<file path="config.mk">
export PLATFORM = sky130hd
export DESIGN_NAME = hubris_boot_loader
export DESIGN_NICKNAME = d
export VERILOG_FILES = /design/src/rtl/hubris_boot_loader.sv
export SDC_FILE = /design/constraint.sdc
export NUM_CORES = 1
export LEC_CHECK = 0
export ABC_AREA = 1
export ABC_CLOCK_PERIOD_IN_PS = 2700
export CORE_MARGIN = 2
export CORE_UTILIZATION = 45
export CTS_BUF_LIST = sky130_fd_sc_hd__clkbuf_4
export DETAILED_ROUTE_END_ITERATION = 12
export PLACE_DENSITY_LB_ADDON = 0.3
export SLEW_MARGIN = 20
export SYNTH_ARGS = -nofsm -noshare
export SYNTH_HDL_FRONTEND = slang
export SYNTH_SLANG_ARGS = --single-unit
</file>
<file path="constraint.sdc">
create_clock -name clk -period 2.7 [get_ports clk]
set_clock_uncertainty 0.1 [all_clocks]
set_input_delay 0.54 -clock clk [delete_from_list [all_inputs] [get_ports clk]]
set_output_delay 0.54 -clock clk [all_outputs]
set_load 0.02 [all_outputs]
</file>
<file path="src/rtl/hubris_boot_loader.sv">
// -----------------------------------------------------------------------------
// hubris_boot_loader
//
// Start-up sequencer for the Hubris core. While loading, it keeps the core in
// reset and owns memory port A. It receives a framed image from the UART RX
// byte FIFO and writes it word by word into unified memory starting at
// BASE_ADDR. Once the checksum is verified, it returns port A to the core and
// releases core reset.
//
// Frame format (every field is 32-bit little-endian):
//   LEN (N words) | N payload words | CSUM (sum of payload words mod 2^32)
//
// Handshake (valid/ready): a byte is consumed on a rising clk edge where
// in_valid && in_ready. The producer holds in_data stable while in_valid=1 and
// in_ready=0. in_ready never depends on in_valid.
//
// Ports:
//   clk, reset       clock; synchronous active-high reset
//   in_valid/in_data RX byte stream; in_ready accepts a byte
//   mem_sel          1 = loader owns port A, 0 = core owns it
//   mem_en/we/addr/din  port A write interface (active only in WRITE)
//   core_reset       active-high reset to the Hubris core
//   load_done        image loaded and verified (RUN)
//   load_error       sticky failure flag (ERR); error_code gives the cause:
//                    01 = length too large, 10 = checksum, 11 = timeout
//   words_loaded     number of payload words written so far
// -----------------------------------------------------------------------------
module hubris_boot_loader #(
    parameter logic [31:0] BASE_ADDR      = 32'h0000_0000,
    parameter int          MAX_WORDS      = 4096,
    parameter int          CNT_W          = 16,
    parameter int          TIMEOUT_CYCLES = 5_000_000
) (
    input  logic             clk,
    input  logic             reset,
    input  logic             in_valid,
    input  logic [7:0]       in_data,
    output logic             in_ready,
    output logic             mem_sel,
    output logic             mem_en,
    output logic [3:0]       mem_we,
    output logic [31:0]      mem_addr,
    output logic [31:0]      mem_din,
    output logic             core_reset,
    output logic             load_done,
    output logic             load_error,
    output logic [1:0]       error_code,
    output logic [CNT_W-1:0] words_loaded
);

    localparam logic [2:0] ST_LEN   = 3'd0;
    localparam logic [2:0] ST_LOAD  = 3'd1;
    localparam logic [2:0] ST_WRITE = 3'd2;
    localparam logic [2:0] ST_CSUM  = 3'd3;
    localparam logic [2:0] ST_RUN   = 3'd4;
    localparam logic [2:0] ST_ERR   = 3'd5;

    localparam logic [1:0]  ERR_LEN  = 2'b01;
    localparam logic [1:0]  ERR_CSUM = 2'b10;
    localparam logic [1:0]  ERR_TMO  = 2'b11;

    localparam logic [31:0] MAX_WORDS_W = 32'(MAX_WORDS);
    // Last count value before expiry; the transition to ERR happens on the
    // edge where the counter would otherwise reach TIMEOUT_CYCLES.
    localparam logic [31:0] TMO_LAST    = 32'(TIMEOUT_CYCLES - 1);
    localparam bit          TMO_EN      = (TIMEOUT_CYCLES != 0);

    logic [2:0]       state_q, state_d;
    logic [1:0]       byte_idx_q, byte_idx_d;
    logic [23:0]      asm_q, asm_d;        // lower three bytes of the word being assembled
    logic [31:0]      wr_word_q, wr_word_d;
    logic [CNT_W-1:0] len_q, len_d;
    logic [CNT_W-1:0] words_q, words_d;
    logic [31:0]      csum_q, csum_d;
    logic [31:0]      tmo_q, tmo_d;
    logic             started_q, started_d;
    logic [1:0]       err_q, err_d;

    logic             accepting;
    logic             hs;
    logic             word_done;
    logic [31:0]      full_word;
    logic [CNT_W-1:0] words_inc;
    logic             tmo_run;
    logic             tmo_hit;

    assign accepting = (state_q == ST_LEN) || (state_q == ST_LOAD) || (state_q == ST_CSUM);
    assign hs        = in_valid && accepting;
    assign word_done = hs && (byte_idx_q == 2'd3);
    assign full_word = {in_data, asm_q};
    assign words_inc = words_q + 1'b1;

    // The timer idles until the first byte of a frame. It counts only in the
    // byte-accepting states, and only on cycles without a handshake.
    assign tmo_run = TMO_EN && started_q && accepting && !hs;
    assign tmo_hit = tmo_run && (tmo_q == TMO_LAST);

    always_comb begin
        state_d    = state_q;
        byte_idx_d = byte_idx_q;
        asm_d      = asm_q;
        wr_word_d  = wr_word_q;
        len_d      = len_q;
        words_d    = words_q;
        csum_d     = csum_q;
        tmo_d      = tmo_q;
        started_d  = started_q;
        err_d      = err_q;

        if (hs) begin
            byte_idx_d = byte_idx_q + 2'd1;
            started_d  = 1'b1;
            tmo_d      = '0;
            case (byte_idx_q)
                2'd0:    asm_d[7:0]   = in_data;
                2'd1:    asm_d[15:8]  = in_data;
                2'd2:    asm_d[23:16] = in_data;
                default: asm_d        = asm_q;
            endcase
        end else if (tmo_run) begin
            tmo_d = tmo_q + 32'd1;
        end

        case (state_q)
            ST_LEN: begin
                if (word_done) begin
                    len_d = full_word[CNT_W-1:0];
                    if (full_word > MAX_WORDS_W) begin
                        state_d = ST_ERR;
                        err_d   = ERR_LEN;
                    end else if (full_word == 32'd0) begin
                        state_d = ST_CSUM;
                    end else begin
                        state_d = ST_LOAD;
                    end
                end
            end
            ST_LOAD: begin
                if (word_done) begin
                    wr_word_d = full_word;
                    state_d   = ST_WRITE;
                end
            end
            ST_WRITE: begin
                csum_d  = csum_q + wr_word_q;
                words_d = words_inc;
                state_d = (words_inc == len_q) ? ST_CSUM : ST_LOAD;
            end
            ST_CSUM: begin
                if (word_done) begin
                    if (full_word == csum_q) begin
                        state_d = ST_RUN;
                    end else begin
                        state_d = ST_ERR;
                        err_d   = ERR_CSUM;
                    end
                end
            end
            default: begin
                state_d = state_q;  // RUN and ERR are terminal until reset
            end
        endcase

        // tmo_hit implies no handshake this cycle, so it never competes with
        // a word-completion decision above.
        if (tmo_hit) begin
            state_d = ST_ERR;
            err_d   = ERR_TMO;
        end
    end

    always_ff @(posedge clk) begin
        if (reset) begin
            state_q    <= ST_LEN;
            byte_idx_q <= '0;
            asm_q      <= '0;
            wr_word_q  <= '0;
            len_q      <= '0;
            words_q    <= '0;
            csum_q     <= '0;
            tmo_q      <= '0;
            started_q  <= 1'b0;
            err_q      <= '0;
        end else begin
            state_q    <= state_d;
            byte_idx_q <= byte_idx_d;
            asm_q      <= asm_d;
            wr_word_q  <= wr_word_d;
            len_q      <= len_d;
            words_q    <= words_d;
            csum_q     <= csum_d;
            tmo_q      <= tmo_d;
            started_q  <= started_d;
            err_q      <= err_d;
        end
    end

    // Port-A drive is gated to WRITE, so address and data stay at zero in
    // every other state, even when BASE_ADDR is non-zero.
    assign in_ready     = accepting;
    assign mem_en       = (state_q == ST_WRITE);
    assign mem_we       = (state_q == ST_WRITE) ? 4'hF : 4'h0;
    assign mem_addr     = (state_q == ST_WRITE) ? (BASE_ADDR + 32'({words_q, 2'b00})) : 32'd0;
    assign mem_din      = (state_q == ST_WRITE) ? wr_word_q : 32'd0;
    assign mem_sel      = (state_q != ST_RUN);
    assign core_reset   = (state_q != ST_RUN);
    assign load_done    = (state_q == ST_RUN);
    assign load_error   = (state_q == ST_ERR);
    assign error_code   = err_q;
    assign words_loaded = words_q;

endmodule

</file>
==> results.rst <==
.. list-table::
   :header-rows: 1

   * - Metric
     - Value
   * - Post-layout instance count excluding filler cells
     - 1971
   * - Period utilization
     - 96.6%
   * - Hold Path Class
     - register to register
   * - Final hold violation count
     - 0
   * - Count of H-tree levels built during CTS
     - 4
   * - Gate family responsible for the most delay along the worst path
     - buffers and inverters
   * - Synthesis warning total
     - 0
   * - Overflow left after global routing
     - 0
   * - Maximum single-stage delay on the critical path
     - 420 ps
   * - Root Buffer Master
     - sky130_fd_sc_hd__clkbuf_4
   * - Number of clock buffers inserted by TritonCTS
     - 17
   * - Pin count of the biggest net entering global routing
     - 53
   * - First-pass GRT wire length
     - 48100 um
   * - Routed via count divided by cell count
     - 5.33
   * - Start-to-end type of the worst setup path
     - register to output port
   * - Initial DRT Pass Iterations
     - 5
   * - Hold Slack
     - approximately 380 ps
   * - Actual transition at the worst max-transition pin
     - roughly 540 ps
   * - Critical Path RT
     - 2060 ps
   * - Ports placed on the boundary
     - between 100 and 150
   * - EDFF count, synth
     - 0
   * - Total setup violations reported at the end of the flow
     - 0
   * - Max clock buf depth
     - 2
   * - Endpoint type of the worst setup path
     - output port
   * - Maximum clock frequency
     - 0.383 GHz
   * - DRC violations left
     - 0
   * - Max-Slew Margin vs Limit
     - approximately 63%
   * - Number of maximum-capacitance violations
     - 0
   * - Ratio of cells with drive above 1 in the final layout
     - 6.04%
   * - Status
     - finished, final reports clean
   * - CTS sink cnt
     - 160
   * - Main synth FF type
     - sky130_fd_sc_hd__dfxtp_1
   * - Die height
     - about 150 um
   * - Arrival time at the worst endpoint
     - between 1500 and 2000 ps
   * - Count of port buffers added during placement
     - 86
   * - Area grow syn2layout
     - 13.9%
   * - Per-cell routed wire length
     - 15.2 um
   * - Total power per unit cell area
     - 633 mW/mm^2
   * - Max-slew violations
     - 0
   * - Peak supply drop
     - 0.296 mV
   * - #FFs+latches synth
     - 160
   * - Standard cell with the maximum stage delay on the critical path
     - sky130_fd_sc_hd__dfxtp_1
   * - Crit path max fanout
     - 22
   * - Number of instances in the synthesized netlist
     - approximately 1600
   * - CTS clock-pin slew for the worst setup and hold paths
     - 130 ps
   * - Power consumption
     - 7.29 mW
   * - Number of antenna violations at the first check in global routing
     - 1
   * - Average instance area after synthesis
     - 6.36 um^2
   * - Summed instance area of the synthesized netlist
     - 0.0101 mm^2
   * - Remaining antenna violation count
     - 0
   * - Cell leakage power
     - 4.94 nW
   * - Floorplan die area
     - 0.0237 mm^2
   * - Global-route usage over all layers
     - ~25%
   * - Clock latency of the later-clocked register in the worst-skew pair
     - 590 ps
   * - Clock tree from TritonCTS
     - done
   * - Worst path bufs/invs
     - 3
   * - Number of fill cells
     - between 2000 and 2500
   * - Number of nets in the finished design
     - approximately 1700
   * - Wirelength, routed
     - 30000 um
   * - Category of the worst setup path launch point
     - register
   * - Vias in the first global route
     - around 9500
   * - RSZ-0062 raised after global routing
     - yes
   * - Chip width
     - between 150 and 200 um
   * - Cell-by-cell trace of the critical path
     - nand2_2 > nor2_4 > inv_2 > buf_4 > nor2_1 > dlygate4sd2_1
   * - Dpl cells
     - 1938
   * - Final estimated routing congestion in global placement
     - 0.959
   * - Fin crit period
     - 2610 ps
   * - Leading cell type in the layout, fill and taps excluded
     - sky130_fd_sc_hd__nand2_1
   * - Proportion of synthesized flip-flops having asynchronous set or reset
     - 0%
   * - Commonest non-fill, non-tap cells in the layout
     - sky130_fd_sc_hd__nand2_1, sky130_fd_sc_hd__inv_1, sky130_fd_sc_hd__a21oi_1, sky130_fd_sc_hd__nor2_1, sky130_fd_sc_hd__dfxtp_1
   * - Placed wire-length estimate after detailed placement
     - 23500 um
   * - Floorplan row count
     - 54
   * - Via count
     - 10497
   * - CTS Hold Bufs
     - 0
   * - First-iteration detailed-routing DRC count
     - 766
   * - Core Footprint
     - 0.0220 mm^2
   * - Initial Util
     - 46.1%
   * - Count of different cell masters after synthesis
     - between 40 and 50
   * - Sequential fraction of the synthesis area
     - between 30% and 40%
[area by class of cell]
class	instances	area, um^2	area share, %
Multi-Input combinational cell	1131	5730	49.8
Sequential cell	160	3200	27.8
Timing Repair Buffer	119	1040	9.07
Inverter	248	931	8.08
Tap cell	280	350	3.04
Clock buffer	19	143	1.24
Clock inverter	13	115	0.999
Antenna cell	1	2.50	0.0217
[path summary, 6_finish.rpt]
| path | from | depth (start not counted) | slack [ps] | endpoint |
|---|---|---|---|---|
| setup / recovery | state_q[1] | 6 | 90 | mem_din[14] |
| setup reg to reg | words_loaded[0] | 13 | 320 | state_q[1] |
| hold reg to reg | tmo_q[31] | 2 | 380 | tmo_q[31] |
| hold / removal | tmo_q[31] | 2 | 380 | tmo_q[31] |
[cells in the mapped netlist, types with 2 or more instances]
master                     number  area (um^2)
sky130_fd_sc_hd__nor3_1        33          165
sky130_fd_sc_hd__nand4_1       43          269
sky130_fd_sc_hd__xnor2_1        9         78.8
sky130_fd_sc_hd__nor4_1        13         81.3
sky130_fd_sc_hd__nand3_2        2         20.0
sky130_fd_sc_hd__a21oi_1      185          926
sky130_fd_sc_hd__or2_2          6         37.5
sky130_fd_sc_hd__nor3_2         2         20.0
sky130_fd_sc_hd__nor2_2         3         18.8
sky130_fd_sc_hd__dfxtp_1      160         3200
sky130_fd_sc_hd__o21bai_1       7         52.6
sky130_fd_sc_hd__nand2_1      327         1230
sky130_fd_sc_hd__nor3b_1        2         15.0
sky130_fd_sc_hd__nor2_1       167          627
sky130_fd_sc_hd__nand3b_1       6         45.0
sky130_fd_sc_hd__nor2_4         3         33.8
sky130_fd_sc_hd__xor2_1        33          289
sky130_fd_sc_hd__nand2_4        2         22.5
sky130_fd_sc_hd__inv_1        244          916
sky130_fd_sc_hd__inv_2          3         11.3
sky130_fd_sc_hd__o21ai_0      139          696
sky130_fd_sc_hd__ha_1          37          463
sky130_fd_sc_hd__buf_1          6         22.5
sky130_fd_sc_hd__nand3_1       69          345
sky130_fd_sc_hd__a21o_1         5         37.5
sky130_fd_sc_hd__buf_4         21          158
sky130_fd_sc_hd__nand2_2        2         12.5
sky130_fd_sc_hd__o21a_1         4         30.0
sky130_fd_sc_hd__o211ai_1       6         45.0
sky130_fd_sc_hd__clkbuf_1      38          143
[tightest hold or removal path: cells and delay by family (launching register included)]
family	cells	cell delay, ps
AND/OR/NAND/NOR	1	60
flip-flops	1	330
AO/OA/AOI/OAI	1	50
[layer usage]
metal | global-route usage (%) | part of all wire [%] | up-vias
met5 | 0 | 0 | -
met3 | 3.49 | 6.6 | 69
met2 | 40.8 | 44 | 381
li1 | - | - | 5304
met4 | 9.84 | 3.2 | 0
met1 | 33.8 | 46 | 4743
[report_power, final]
part / leakage [nW] / total, mW / switching (mW) / internal (mW)
Sequential: 1.30 / 3.05 / 0.351 / 2.70
Clock: 0.138 / 1.38 / 0.906 / 0.476
Combinational: 3.51 / 2.86 / 1.84 / 1.02
[state kept, by name, summed over array words and instances (netlist names)]
register and count:
csum_q 32, wr_word_q 32, words_loaded 16, byte_idx_q 2
asm_q 24, state_q 3, len_q 16, started_q 1
error_code 2, tmo_q 32
[kinds of logic (layout without fill, tap and decap cells)]
group,count (synthesis),after routing,synth area share [%]
and+or+nand+nor,682,682,29.3
AOI/OAI and AO/OA,353,353,18.2
buffers and inverters,314,399,12.4
DFF,160,160,31.7
xor gates and xnor gates,42,42,3.64
adders and majority gates,38,38,4.77
other,1,17,0.0371
[what timing repair did]
action,in CTS,in global routing
setup endpoints to repair,57,46
hold endpoints to repair,0,0
gates resized for setup,55,22
setup buffers,0,0
[per-stage QoR]
step           worst slack, ps  setup TNS (ps)  util [%]  area [um^2]
2_1_floorplan              429               0         -        10200
3_3_place_gp               247               0      51.7        11300
3_5_place_dp               267               0      51.7        11300
4_1_cts                   13.4               0      52.6        11500
5_1_grt                  -35.8            -733      52.5        11500
6_report                  90.7               0      52.5        11500
Note: power is estimated with default switching activity, not from simulation.
